## src/rtl/pipe_hazard_ctrl.sv

```systemverilog
// Pipeline hazard controller: sequences IF/ID and ID/EXMEM enables, flush and
// bubble controls, operand forwarding selects, and memory-wait handling with a
// sticky timeout flag and saturating stall/flush counters.
module pipe_hazard_ctrl #(
  parameter int FLUSH_CYCLES = 2,
  parameter int MEM_TIMEOUT  = 255,
  parameter int CNT_W        = 16
) (
  input  logic             CLK,
  input  logic             RESET,
  input  logic [3:0]       id_RA,
  input  logic [3:0]       id_RB,
  input  logic             id_use_RA,
  input  logic             id_use_RB,
  input  logic [3:0]       ex_WC,
  input  logic [2:0]       ex_W_RF,
  input  logic [1:0]       ex_S_MXRB,
  input  logic             ex_W_DM,
  input  logic [3:0]       wb_WC,
  input  logic [2:0]       wb_W_RF,
  input  logic             br_taken,
  input  logic             dm_ready,
  output logic             en_PC,
  output logic             en_IFID,
  output logic             en_IDEX,
  output logic             flush_IFID,
  output logic             bubble_IDEX,
  output logic [1:0]       fwd_A,
  output logic [1:0]       fwd_B,
  output logic             mem_err,
  output logic [CNT_W-1:0] stall_cnt,
  output logic [CNT_W-1:0] flush_cnt
);

  typedef enum logic [1:0] {S_RUN, S_MEM_WAIT, S_FLUSH} state_t;

  localparam logic [15:0] TIMEOUT   = 16'(MEM_TIMEOUT);
  localparam logic [2:0]  FLUSH_REM = 3'(FLUSH_CYCLES - 1);

  state_t           r_state, w_state_nxt;
  logic [2:0]       r_fcnt, w_fcnt_nxt;
  logic [15:0]      r_wcnt, w_wcnt_inc;
  logic             r_mem_err;
  logic [CNT_W-1:0] r_stall_cnt, r_flush_cnt;

  logic w_is_load, w_mem_op, w_mem_busy, w_load_use, w_stall_mem, w_br_start;

  assign w_is_load  = (ex_S_MXRB == 2'b01) && (ex_W_RF != 3'd0);
  assign w_mem_op   = w_is_load || ex_W_DM;
  assign w_mem_busy = w_mem_op && !dm_ready;
  assign w_load_use = w_is_load && ((id_use_RA && (id_RA == ex_WC)) ||
                                    (id_use_RB && (id_RB == ex_WC)));

  // Once in MEM_WAIT only dm_ready releases the freeze; elsewhere a busy
  // memory op freezes the pipe (including the unexpected case inside FLUSH).
  assign w_stall_mem = (r_state == S_MEM_WAIT) ? !dm_ready : w_mem_busy;

  // Wait counter saturates at the timeout so it can never wrap back to 0.
  assign w_wcnt_inc = (r_wcnt >= TIMEOUT) ? r_wcnt : r_wcnt + 16'd1;

  assign mem_err   = r_mem_err;
  assign stall_cnt = r_stall_cnt;
  assign flush_cnt = r_flush_cnt;

  // Next-state and pipeline control; reset forces everything to NOP/hold.
  always_comb begin
    en_PC       = 1'b1;
    en_IFID     = 1'b1;
    en_IDEX     = 1'b1;
    flush_IFID  = 1'b0;
    bubble_IDEX = 1'b0;
    w_br_start  = 1'b0;
    w_state_nxt = r_state;
    w_fcnt_nxt  = r_fcnt;
    if (RESET) begin
      en_PC       = 1'b0;
      en_IFID     = 1'b0;
      en_IDEX     = 1'b0;
      flush_IFID  = 1'b1;
      bubble_IDEX = 1'b1;
      w_state_nxt = S_RUN;
    end else if (w_stall_mem) begin
      en_PC   = 1'b0;
      en_IFID = 1'b0;
      en_IDEX = 1'b0;
      if (r_state == S_RUN) w_state_nxt = S_MEM_WAIT;
    end else if (r_state == S_FLUSH) begin
      // Squashed instructions: branch and load-use are ignored here.
      flush_IFID  = 1'b1;
      bubble_IDEX = 1'b1;
      w_fcnt_nxt  = r_fcnt - 3'd1;
      if (r_fcnt <= 3'd1) w_state_nxt = S_RUN;
    end else begin
      // RUN, or the dm_ready cycle of MEM_WAIT.
      w_state_nxt = S_RUN;
      if (br_taken) begin
        flush_IFID  = 1'b1;
        bubble_IDEX = 1'b1;
        w_br_start  = 1'b1;
        if (FLUSH_CYCLES > 1) begin
          w_state_nxt = S_FLUSH;
          w_fcnt_nxt  = FLUSH_REM;
        end
      end else if (w_load_use) begin
        // One bubble is enough: the load result forwards from WB next cycle.
        en_PC       = 1'b0;
        en_IFID     = 1'b0;
        bubble_IDEX = 1'b1;
      end
    end
  end

  // State, flush/wait counters, sticky error and performance counters.
  always_ff @(posedge CLK or posedge RESET) begin
    if (RESET) begin
      r_state     <= S_RUN;
      r_fcnt      <= 3'd0;
      r_wcnt      <= 16'd0;
      r_mem_err   <= 1'b0;
      r_stall_cnt <= '0;
      r_flush_cnt <= '0;
    end else begin
      r_state <= w_state_nxt;
      r_fcnt  <= w_fcnt_nxt;
      r_wcnt  <= w_stall_mem ? w_wcnt_inc : 16'd0;
      if (w_stall_mem && (w_wcnt_inc >= TIMEOUT)) r_mem_err <= 1'b1;
      if (!en_PC && (r_stall_cnt != {CNT_W{1'b1}})) r_stall_cnt <= r_stall_cnt + 1'b1;
      if (w_br_start && (r_flush_cnt != {CNT_W{1'b1}})) r_flush_cnt <= r_flush_cnt + 1'b1;
    end
  end

  // Operand forwarding; EX/MEM wins over WB, loads are not forwardable from EX/MEM.
  always_comb begin
    fwd_A = 2'b00;
    fwd_B = 2'b00;
    if ((ex_W_RF != 3'd0) && !w_is_load && (ex_WC == id_RA)) fwd_A = 2'b01;
    else if ((wb_W_RF != 3'd0) && (wb_WC == id_RA))          fwd_A = 2'b10;
    if ((ex_W_RF != 3'd0) && !w_is_load && (ex_WC == id_RB)) fwd_B = 2'b01;
    else if ((wb_W_RF != 3'd0) && (wb_WC == id_RB))          fwd_B = 2'b10;
  end

endmodule

```

## config.mk

```make
export PLATFORM = sky130hd
export DESIGN_NAME = pipe_hazard_ctrl
export DESIGN_NICKNAME = d
export VERILOG_FILES = /design/src/rtl/pipe_hazard_ctrl.sv
export SDC_FILE = /design/constraint.sdc
export NUM_CORES = 1
export LEC_CHECK = 0
export CORE_ASPECT_RATIO = 1.1
export CORE_UTILIZATION = 30
export DETAILED_ROUTE_END_ITERATION = 10
export HOLD_SLACK_MARGIN = 0.12
export SYNTH_ARGS = -nofsm -noshare
export SYNTH_HDL_FRONTEND = slang
export SYNTH_SLANG_ARGS = --single-unit
```

## constraint.sdc

```tcl
create_clock -name CLK -period 5.9 [get_ports CLK]
set_input_delay 1.18 -clock CLK [delete_from_list [all_inputs] [get_ports CLK]]
set_output_delay 1.18 -clock CLK [all_outputs]
set_load 0.05 [all_outputs]
```

==> results.py, run 1 <==
metrics = {
    "outcome": {
        "status": "finished clean",
    },
    "logic_synthesis": {
        "synth_fa_ha_area_share_pct": 2.208,
        "synth_seq_cells": 54,
        "synthSimpleGateAreaFrac_pct": 23.01,
        "ys.flop_type": "dfrtp_1",
        "ys_types": 39,
        "synth_area_leader_cell": "dfrtp_1",
        "synth_area_leaders": "dfrtp_1 (48%), xnor2_1 (10%), xor2_1 (4.6%)",
        "syn-num-nets": 309,
        "yosys.area_share.xor_xnor_pct": 14.84,
        "synth_top_area_share_pct": 47.70,
        "seq_area_frac_synth_pct": 47.70,
        "synth_warnings": 0,
        "synth_top_family_by_area": "simple AND/OR/NAND/NOR gates",
        "synth_edf_count": 0,
        "synth-compound-area-share_pct": 8.216,
        "synth_mux_area_share_pct": 1.502,
        "synthesis.area_sq_mm": 0.002833,
        "synthCells": 273,
        "async_flop_share_pct": 100.0,
        "synth_area_per_cell_sq_um": 10.38,
    },
    "worst_setup_path": {
        "worstRegToRegCells": 6,
        "end_kind": "output port",
        "critPathKind": "in2out",
        "r2r-start": "r_wcnt[14]$_DFF_PP0_",
        "r2r-end": "mem_err$_DFFE_PP0P_",
        "worstPathRequired_ps": 4720,
        "worstSetupStartpoint": "ex_W_RF[1]",
        "ff2ff_setup_slack_ps": 3760,
        "cp.arrival_ps": 3770,
        "cp-endpoint": "en_IFID",
        "start_kind": "input port",
        "critPathMaxFanout": 10,
    },
    "clock_network": {
        "cts_buffer_depth": 2,
        "holdBufCountCts": 0,
        "htreeDepth": 2,
        "clock_latency_ps": 310,
        "post_cts_resized": 0,
        "clkSinkCount": 54,
        "cts_tree": "done",
        "cts_root_buffer": "clkbuf_8",
        "cts_made_buffers": 5,
        "post_cts_buffers": 0,
        "clkSlewWorstSetupHoldPaths_ps": 100,
    },
    "timing": {
        "hold_viol": 0,
        "fin_crit_sh_pct": 83.83,
        "setup_violations": 0,
        "layout_min_cycle_time_ps": 4946,
        "worst_slew_pin_slew_ps": 704.7,
        "fin_ws_ps": 954.2,
        "max_slew_margin_pct": 53.02,
        "whs_ps": 492.9,
        "grt_setup_unrepaired": "no",
        "fmax_ghz": 0.2022,
        "drv_slew": 0,
        "fin_tns_setup_ps": 0,
        "fin_skew_ps": 9.810,
    },
    "pwr": {
        "max-vdd-ir-drop_uv": 108.0,
        "p_sw_w": 0.0004575,
        "powerDensity_mw_per_mm2": 303.0,
        "internal_power_w": 0.0006855,
        "p_leak_nw": 1.556,
        "switching_share_pct": 40.03,
        "sequentialPowerShare_pct": 43.0,
        "power.share.combinational_pct": 37.7,
        "clockPowerShare_pct": 19.4,
    },
    "placement": {
        "gp_congestion": 0.7873,
        "dp_cells": 455,
        "placed_area_sq_mm": 0.003674,
        "dp_slack_ps": 961.0,
        "dp_hpwl_um": 4908,
        "numPortBuffers": 72,
    },
    "global_route": {
        "grt_start_max_net_pins": 56,
        "grt.busiest_layer": "met2",
        "grt_pass1_vias": 2273,
        "antenna_found_initial": 0,
        "grt_pass1_wl_um": 10670,
        "use_met3_pct": 1.827,
        "grt.overflow.total": 0,
        "grt_usage_pct": 13.59,
        "met2_usage_pct": 23.02,
        "grt_use_met1_pct": 17.42,
    },
    "die": {
        "die_area_sq_mm": 0.009836,
        "rows": 36,
        "die_x_um": 94.65,
        "die_y_um": 103.9,
        "ios": 73,
        "initial_core_util_pct": 31.44,
        "core_area_sq_mm": 0.009009,
    },
    "routing": {
        "drt-pass1-iter-count": 4,
        "routed_via_density": 4.944,
        "wl_per_cell_um": 13.79,
        "dr_total_vias": 2289,
        "drc_errors": 0,
        "wl_um": 6384,
        "ant_nets": 0,
        "drt-initial-drc-count": 50,
    },
    "worst_hold_path": {
        "hold_path_class": "reg2reg",
    },
    "layout": {
        "drive_gt1_share_pct": 6.304,
        "nets": 384,
        "design_area_sq_mm": 0.003772,
        "syn2layout_area_growth_pct": 33.17,
        "fin_cells": 463,
        "diodes": 0,
    },
    "job": {
        "max_cap_violations": 0,
    },
}
## area by class of cell
class	instances	area, sq um
Sequential cell	54	1351
Timing Repair Buffer	73	728.2
Clock inverter	2	16.27
Clock buffer	6	82.58
Multi-Input combinational cell	203	1410
Tap cell	114	142.6
Fill cell	891	5236
Inverter	11	41.29
## metrics by stage
stage | total power (W) | utilization [%]
detailed placement | 0.0009307 | 40.78
CTS | 0.001157 | 41.88
global route | 0.001209 | 41.88
finish | 0.001143 | 41.88
global placement | 0.0009233 | 40.78
floorplan | 0.0007742 | -
## power by group through the flow
stage | Sequential [W] | Clock [W] | Combinational [W]
2_1_floorplan | 0.000631 | 0 | 0.000143
3_3_place_gp | 0.000496 | 0 | 0.000427
3_5_place_dp | 0.000497 | 0 | 0.000433
4_1_cts | 0.000491 | 0.000232 | 0.000435
5_1_grt | 0.000502 | 0.000245 | 0.000463
6_report | 0.000491 | 0.000222 | 0.000430
## how the worst min path moves through the flow
stage                                end  depth (start not counted)                       from
6_report       flush_cnt[15]$_DFFE_PP0P_                          1  flush_cnt[15]$_DFFE_PP0P_
5_1_grt        stall_cnt[12]$_DFFE_PP0P_                          1  stall_cnt[12]$_DFFE_PP0P_
4_1_cts        flush_cnt[15]$_DFFE_PP0P_                          1  flush_cnt[15]$_DFFE_PP0P_
3_5_place_dp   flush_cnt[15]$_DFFE_PP0P_                          1  flush_cnt[15]$_DFFE_PP0P_
3_3_place_gp       r_fcnt[1]$_DFFE_PP0P_                          2      r_fcnt[1]$_DFFE_PP0P_
2_1_floorplan      r_fcnt[1]$_DFFE_PP0P_                          2      r_fcnt[1]$_DFFE_PP0P_
## cell families after synthesis
| family | Yosys count |
|---|---|
| muxes | 4 |
| and+or+nand+nor | 119 |
| DFF | 54 |
| buffers and inverters | 16 |
| AOI/OAI and AO/OA | 27 |
| xor gates and xnor gates | 48 |
| adders and majority gates | 5 |
## layout by cell type, fill, tap and decap left out, types with 2 or more instances in the layout
master / synthesis / layout
a22o_1: 2 / 2
mux2_2: 2 / 2
xor2_1: 15 / 15
nor3_2: 2 / 2
dfrtp_1: 54 / 54
inv_1: 11 / 10
nor3_1: 7 / 7
clkbuf_8: 0 / 6
o21ai_0: 7 / 7
xnor2_1: 33 / 33
nand2b_1: 2 / 2
nor4_1: 7 / 7
nand4_1: 15 / 15
o2111ai_1: 3 / 3
mux2i_1: 2 / 2
nor2_1: 15 / 15
ha_1: 5 / 5
nand3_1: 17 / 17
a31oi_1: 3 / 3
and4_1: 6 / 6
a21oi_1: 2 / 2
nor2b_1: 3 / 3
clkdlybuf4s50_1: 0 / 72
nand2_1: 22 / 22
and2_1: 3 / 3
a211oi_1: 2 / 2
and3_1: 17 / 17
## synth_stat cells, types with 2 or more instances
master,count
a31oi_1,3
a211oi_1,2
mux2i_1,2
ha_1,5
nand3_1,17
nor4_1,7
nand4_1,15
nor2_1,15
and3_1,17
a22o_1,2
o2111ai_1,3
nand2_1,22
mux2_2,2
clkbuf_1,3
and2_1,3
dfrtp_1,54
o21ai_0,7
a21oi_1,2
inv_1,11
nor3_2,2
and4_1,6
nor2b_1,3
nor3_1,7
nand2b_1,2
xnor2_1,33
xor2_1,15
## flip-flops by register name, summed over array words and instances (netlist names)
signal,flops
r_state,2
stall_cnt,16
r_wcnt,16
mem_err,1
flush_cnt,16
r_fcnt,3
## worst max-delay path, cell delays in order
cell	delay [ps]
clkdlybuf4s50_1	400
or3_4	420
a221o_4	420
a21oi_4	270
nand3_1	140
inv_1	130
clkdlybuf4s50_1	810
## per-layer routing
layer | wire (um) | part of all wire (%) | up-vias
li1 | - | - | 1127
met1 | 2862 | 45 | 1115
met2 | 3245 | 51 | 39
met3 | 180 | 2.8 | 8
met4 | 95 | 1.5 | 0
met5 | 0 | 0 | -
Note: power is estimated with default switching activity, not from simulation.
==> run 2: changes to the inputs <==
==> constraint.sdc (replaced) <==
create_clock -name CLK -period 5.15 [get_ports CLK]
set_input_delay 1.03 -clock CLK [delete_from_list [all_inputs] [get_ports CLK]]
set_output_delay 1.03 -clock CLK [all_outputs]
set_load 0.05 [all_outputs]
==> run 2 against run 1 <==
Critical path depth did not move. Global-route usage fell by 0.52 points. Clock power rose by 14%. Core utilization did not move. Worst setup slack got worse by 450 ps. Combinational power rose by 15%. Critical endpoint unchanged. Highest routed layer unchanged.
==> results.py, run 2 (synthesis results as in run 1) <==
metrics = {
    "layout": {
        "diodes": 0,
        "syn2layout_area_growth_pct": 33.17,
        "nets": 384,
        "design_area_sq_mm": 0.003772,
        "final_common_cell": "clkdlybuf4s50_1",
        "fillers": 892,
        "final_cell_mix": "clkdlybuf4s50_1 (72), dfrtp_1 (54), xnor2_1 (33)",
        "drive_gt1_share_pct": 6.304,
    },
    "timing": {
        "layout_min_cycle_time_ps": 4643,
        "hold_viol": 0,
        "grt_setup_unrepaired": "no",
        "fmax_ghz": 0.2154,
        "fin_crit_sh_pct": 90.15,
        "drv_slew": 0,
        "max_slew_margin_pct": 53.22,
        "worst_slew_pin_slew_ps": 701.7,
        "setup_violations": 0,
        "fin_skew_ps": 10.99,
        "fin_tns_setup_ps": 0,
    },
    "clock_network": {
        "cts_tree": "done",
        "post_cts_resized": 0,
        "clock_latency_ps": 310,
        "clkSinkCount": 54,
        "cts_buffer_depth": 2,
        "clkSlewWorstSetupHoldPaths_ps": 100,
        "htreeDepth": 2,
        "cts_made_buffers": 5,
        "holdBufCountCts": 0,
        "post_cts_buffers": 0,
        "cts_root_buffer": "clkbuf_8",
    },
    "worst_setup_path": {
        "crit_chain": "clkdlybuf4s50_1 -> or3_4 -> a221o_4 -> a21oi_4 -> nand3_1 -> inv_1 -> clkdlybuf4s50_1",
        "slowest_delay_ps": 810,
        "cp_common_cell": "clkdlybuf4s50_1",
        "cp.arrival_ps": 3610,
        "start_kind": "input port",
        "end_kind": "output port",
        "critPathMaxFanout": 10,
        "worstPathRequired_ps": 4120,
        "critPathSlowestCell": "clkdlybuf4s50_1",
        "critPathKind": "in2out",
    },
    "global_route": {
        "grt.overflow.total": 0,
        "grt_pass1_vias": 2215,
        "grt_usage_pct": 13.08,
        "grt_start_max_net_pins": 56,
        "antenna_found_initial": 0,
        "grt_pass1_wl_um": 10340,
    },
    "routing": {
        "wl_um": 6259,
        "drt-pass1-iter-count": 4,
        "routed_via_density": 4.890,
        "ant_nets": 0,
        "drt-initial-drc-count": 63,
        "dr_total_vias": 2264,
        "drc_errors": 0,
        "wl_per_cell_um": 13.52,
    },
    "die": {
        "initial_core_util_pct": 31.44,
        "ios": 73,
        "die_area_sq_mm": 0.009836,
        "core_area_sq_mm": 0.009009,
        "die_x_um": 94.65,
        "rows": 36,
        "die_y_um": 103.9,
    },
    "pwr": {
        "p_leak_nw": 1.556,
        "powerDensity_mw_per_mm2": 347.0,
        "max-vdd-ir-drop_uv": 123.6,
    },
    "placement": {
        "dp_hpwl_um": 4838,
        "gp_congestion": 0.7867,
        "placed_area_sq_mm": 0.003674,
        "numPortBuffers": 72,
    },
    "outcome": {
        "status": "finished clean",
    },
    "job": {
        "max_cap_violations": 0,
    },
    "worst_hold_path": {
        "hold_path_class": "reg2reg",
    },
}
-- run 2: cell counts in the layout (fill, tap and decap cells not counted) --
Identical to the previous run, type by type.
-- run 2: report_power, final --
group          internal, W  switching (W)  total [W]
Clock             0.000111       0.000142   0.000253
Combinational     0.000189       0.000304   0.000493
Sequential        0.000485      0.0000773   0.000563
-- run 2: layer usage --
layer | track usage, % | vias to the layer above | part of all wire [%]
met5 | 0 | - | 0
met4 | 3.571 | 0 | 1.1
met3 | 1.827 | 6 | 2.6
met2 | 22.97 | 36 | 51
met1 | 16.45 | 1092 | 46
li1 | - | 1130 | -
-- run 2: layout make-up --
class / count / area [sq um] / share of cell area (%)
inverter: 11 / 41.29 / 1.095
multi-input combinational: 203 / 1410 / 37.38
tap: 114 / 142.6 / 3.781
clock buffer: 6 / 82.58 / 2.189
clock inverter: 2 / 16.27 / 0.4312
sequential: 54 / 1351 / 35.82
timing repair buffer: 73 / 728.2 / 19.30
-- run 2: path summary, 6_finish.rpt --
kind	cells after the start	endpoint	slack [ps]	from
hold reg to reg	1	flush_cnt[15]$_DFFE_PP0P_	490	flush_cnt[15]$_DFFE_PP0P_
min in group asynchronous	3	stall_cnt[14]$_DFFE_PP0P_	1400	RESET
setup reg to reg	6	mem_err$_DFFE_PP0P_	3020	r_wcnt[14]$_DFF_PP0_
hold / removal	1	flush_cnt[15]$_DFFE_PP0P_	490	flush_cnt[15]$_DFFE_PP0P_
max in group asynchronous	3	stall_cnt[1]$_DFFE_PP0P_	3300	RESET
setup / recovery	7	en_IFID	510	ex_W_RF[1]
-- run 2: metrics by stage --
stage	setup WS, ps	std cells	hold WS, ps	power, W	util [%]
4_1_cts	493.7	463	501.5	0.001325	41.88
6_report	507.2	463	492.8	0.001309	41.88
3_3_place_gp	537.0	455	468.4	0.001058	40.78
3_5_place_dp	499.3	455	481.7	0.001066	40.78
5_1_grt	384.9	463	524.5	0.001378	41.88
2_1_floorplan	237.1	273	449.8	0.0008870	-
-- run 2: critical path, delay by kind of cell --
family	cells	cell delay [ps]
buffers and inverters	3	1330
AO/OA/AOI/OAI	2	690
AND/OR/NAND/NOR	2	560
==> run 3: changes to the inputs <==
--- a/config.mk
+++ b/config.mk
@@ -5,6 +5,7 @@
 export SDC_FILE = /design/constraint.sdc
 export NUM_CORES = 1
 export LEC_CHECK = 0
+export ABC_AREA = 1
 export CORE_ASPECT_RATIO = 1.1
 export CORE_UTILIZATION = 30
 export DETAILED_ROUTE_END_ITERATION = 10
==> run 3 against run 2 <==
Sequential share of layout area decreased by 5.6 points. Register-to-register slack improved by 120 ps. Hold slack improved by 1.4 ps. Via count up 38%. Cell count up 47%. First-iteration DRC count increased to 2.7 times the previous value. Cell area is 19% higher. Global-route usage rose by 1.1 points. Clock power rose by 57%. Non-clock buffer count grew 1. Combinational power barely moved.
==> results.py, run 3 <==
metrics = {
    "outcome": {
        "status": "finished clean",
    },
    "timing": {
        "fin_crit_sh_pct": 84.37,
        "worst_slew_pin_slew_ps": 693.7,
        "hold_viol": 0,
        "fin_tns_setup_ps": 0,
        "layout_min_cycle_time_ps": 4345,
        "fin_skew_ps": 7.867,
        "max_slew_margin_pct": 53.76,
        "setup_violations": 0,
        "whs_ps": 494.2,
        "drv_slew": 0,
        "fin_ws_ps": 805.1,
        "fmax_ghz": 0.2302,
        "grt_setup_unrepaired": "no",
    },
    "global_route": {
        "grt_usage_pct": 14.20,
        "antenna_found_initial": 0,
        "grt_pass1_vias": 2954,
        "grt_start_max_net_pins": 56,
        "grt_pass1_wl_um": 13790,
        "grt.overflow.total": 0,
    },
    "logic_synthesis": {
        "synth_common_cells": "nand2_1 (138), nor2_1 (56), dfrtp_1 (54)",
        "ys.flop_type": "dfrtp_1",
        "synth_edf_count": 0,
        "synth_warnings": 0,
        "synth_seq_cells": 54,
        "synth_top_area_share_pct": 39.24,
        "synthesis.area_sq_mm": 0.003443,
        "async_flop_share_pct": 100.0,
        "seq_area_frac_synth_pct": 39.24,
        "yosysMostFrequentCell": "nand2_1",
        "synth_area_leader_cell": "dfrtp_1",
        "syn-num-nets": 497,
        "synthCells": 461,
        "ys_types": 36,
        "synth_area_per_cell_sq_um": 7.469,
        "synth_area_leaders": "dfrtp_1 (39%), nand2_1 (15%), nor2_1 (6.1%)",
    },
    "pwr": {
        "sequentialPowerShare_pct": 37.8,
        "internal_power_w": 0.0008793,
        "p_leak_nw": 2.067,
        "powerDensity_mw_per_mm2": 319.2,
        "total_power_w": 0.001427,
        "clockPowerShare_pct": 27.8,
        "p_sw_w": 0.0005476,
        "max-vdd-ir-drop_uv": 300.7,
        "power.share.combinational_pct": 34.4,
        "switching_share_pct": 38.38,
    },
    "worst_hold_path": {
        "hold_path_class": "reg2reg",
    },
    "die": {
        "die_area_sq_mm": 0.01191,
        "rows": 40,
        "ios": 73,
        "die_x_um": 104.2,
        "die_y_um": 114.4,
        "core_area_sq_mm": 0.01106,
        "initial_core_util_pct": 31.13,
    },
    "routing": {
        "routed-wl-met3_um": 322,
        "ant_nets": 0,
        "wl_per_cell_um": 12.11,
        "dr_total_vias": 3131,
        "dr.max_layer_used": "met4",
        "wl_met2_um": 3927,
        "drt-pass1-iter-count": 4,
        "routed_via_density": 4.604,
        "drt-met1-wl_um": 3815,
        "drc_errors": 0,
        "drt-initial-drc-count": 170,
        "wl_um": 8236,
    },
    "clock_network": {
        "holdBufCountCts": 0,
        "htreeDepth": 2,
        "post_cts_buffers": 0,
        "clkSlewWorstSetupHoldPaths_ps": 70,
        "cts_tree": "done",
        "post_cts_resized": 0,
        "clkSinkCount": 54,
        "clock_latency_ps": 300,
        "cts_root_buffer": "clkbuf_16",
        "cts_made_buffers": 5,
        "cts_buffer_depth": 2,
    },
    "placement": {
        "gp_congestion": 0.8760,
        "dp_slack_ps": 767.6,
        "numPortBuffers": 72,
        "dp_hpwl_um": 6269,
    },
    "job": {
        "max_cap_violations": 0,
    },
    "worst_setup_path": {
        "critPathKind": "in2out",
        "cp.arrival_ps": 3310,
        "worstPathRequired_ps": 4120,
        "critPathMaxFanout": 19,
        "end_kind": "output port",
        "start_kind": "input port",
    },
    "layout": {
        "final_cell_mix": "nand2_1 (138), clkdlybuf4s50_1 (72), nor2_1 (56)",
        "final_common_cell": "nand2_1",
        "multiInputGateArea_sq_mm": 0.001819,
        "fillers": 1134,
        "final_util_pct": 40.42,
        "diodes": 0,
        "regArea_sq_mm": 0.001351,
        "drive_gt1_share_pct": 6.567,
        "syn2layout_area_growth_pct": 29.83,
        "nets": 568,
    },
}
## run 3: per-stage QoR
stage / cell area (sq um) / instances
after floorplan: 3443 / 461
after global placement: 4298 / 672
after detailed placement: 4298 / 672
after CTS: 4471 / 680
after global routing: 4471 / 680
final: 4471 / 680
## run 3: worst max-delay path, cell delays in order
cell             delay, ps
clkdlybuf4s50_1        400
nor2_1                 110
nand2_1                 80
nand3_1                110
nand2_2                 70
nand2_4                190
inv_4                   80
nor2_8                 160
nand2_4                160
nand2_1                120
clkdlybuf4s50_1        800
## run 3: kinds of logic (layout without fill, tap and decap cells)
family                     count (synthesis)  count (layout)  synth area share, %
AOI/OAI and AO/OA                         24              24                4.579
xor gates and xnor gates                  42              42                10.68
adders and majority gates                  5               5                1.817
buffers and inverters                     64             136                7.921
DFF                                       54              54                39.24
and+or+nand+nor                          272             272                35.76
## run 3: path summary, 6_finish.rpt
path | startpoint | endpoint | cells past startpoint | slack [ps]
worst max register to register | flush_cnt[0]$_DFFE_PP0P_ | flush_cnt[12]$_DFFE_PP0P_ | 8 | 3140
min in group asynchronous | RESET | stall_cnt[7]$_DFFE_PP0P_ | 3 | 1490
max in group asynchronous | RESET | flush_cnt[8]$_DFFE_PP0P_ | 3 | 3200
worst min-delay path | r_wcnt[8]$_DFF_PP0_ | r_wcnt[8]$_DFF_PP0_ | 2 | 490
worst max-delay path | ex_W_RF[1] | en_IFID | 11 | 810
worst min register to register | r_wcnt[8]$_DFF_PP0_ | r_wcnt[8]$_DFF_PP0_ | 2 | 490
## run 3: metal layers
metal	track usage, %	up-vias
met5	0	-
met4	5.905	0
met3	2.732	15
met2	24.53	84
met1	17.41	1430
li1	-	1602
## run 3: cell type report
| class | count | share of cell area, % |
|---|---|---|
| multi-input combinational | 343 | 40.69 |
| timing repair buffer | 74 | 16.46 |
| inverter | 54 | 4.646 |
| clock inverter | 3 | 1.064 |
| sequential | 54 | 30.23 |
| tap | 147 | 4.114 |
| clock buffer | 5 | 2.799 |
## run 3: power by group through the flow
stage                     registers, W  clock network [W]  logic (W)
after floorplan               0.000687                  0   0.000186
after global placement        0.000549                  0   0.000489
after detailed placement      0.000548                  0   0.000495
after CTS                     0.000541           0.000406   0.000496
after global routing          0.000551           0.000422   0.000529
final                         0.000540           0.000396   0.000491
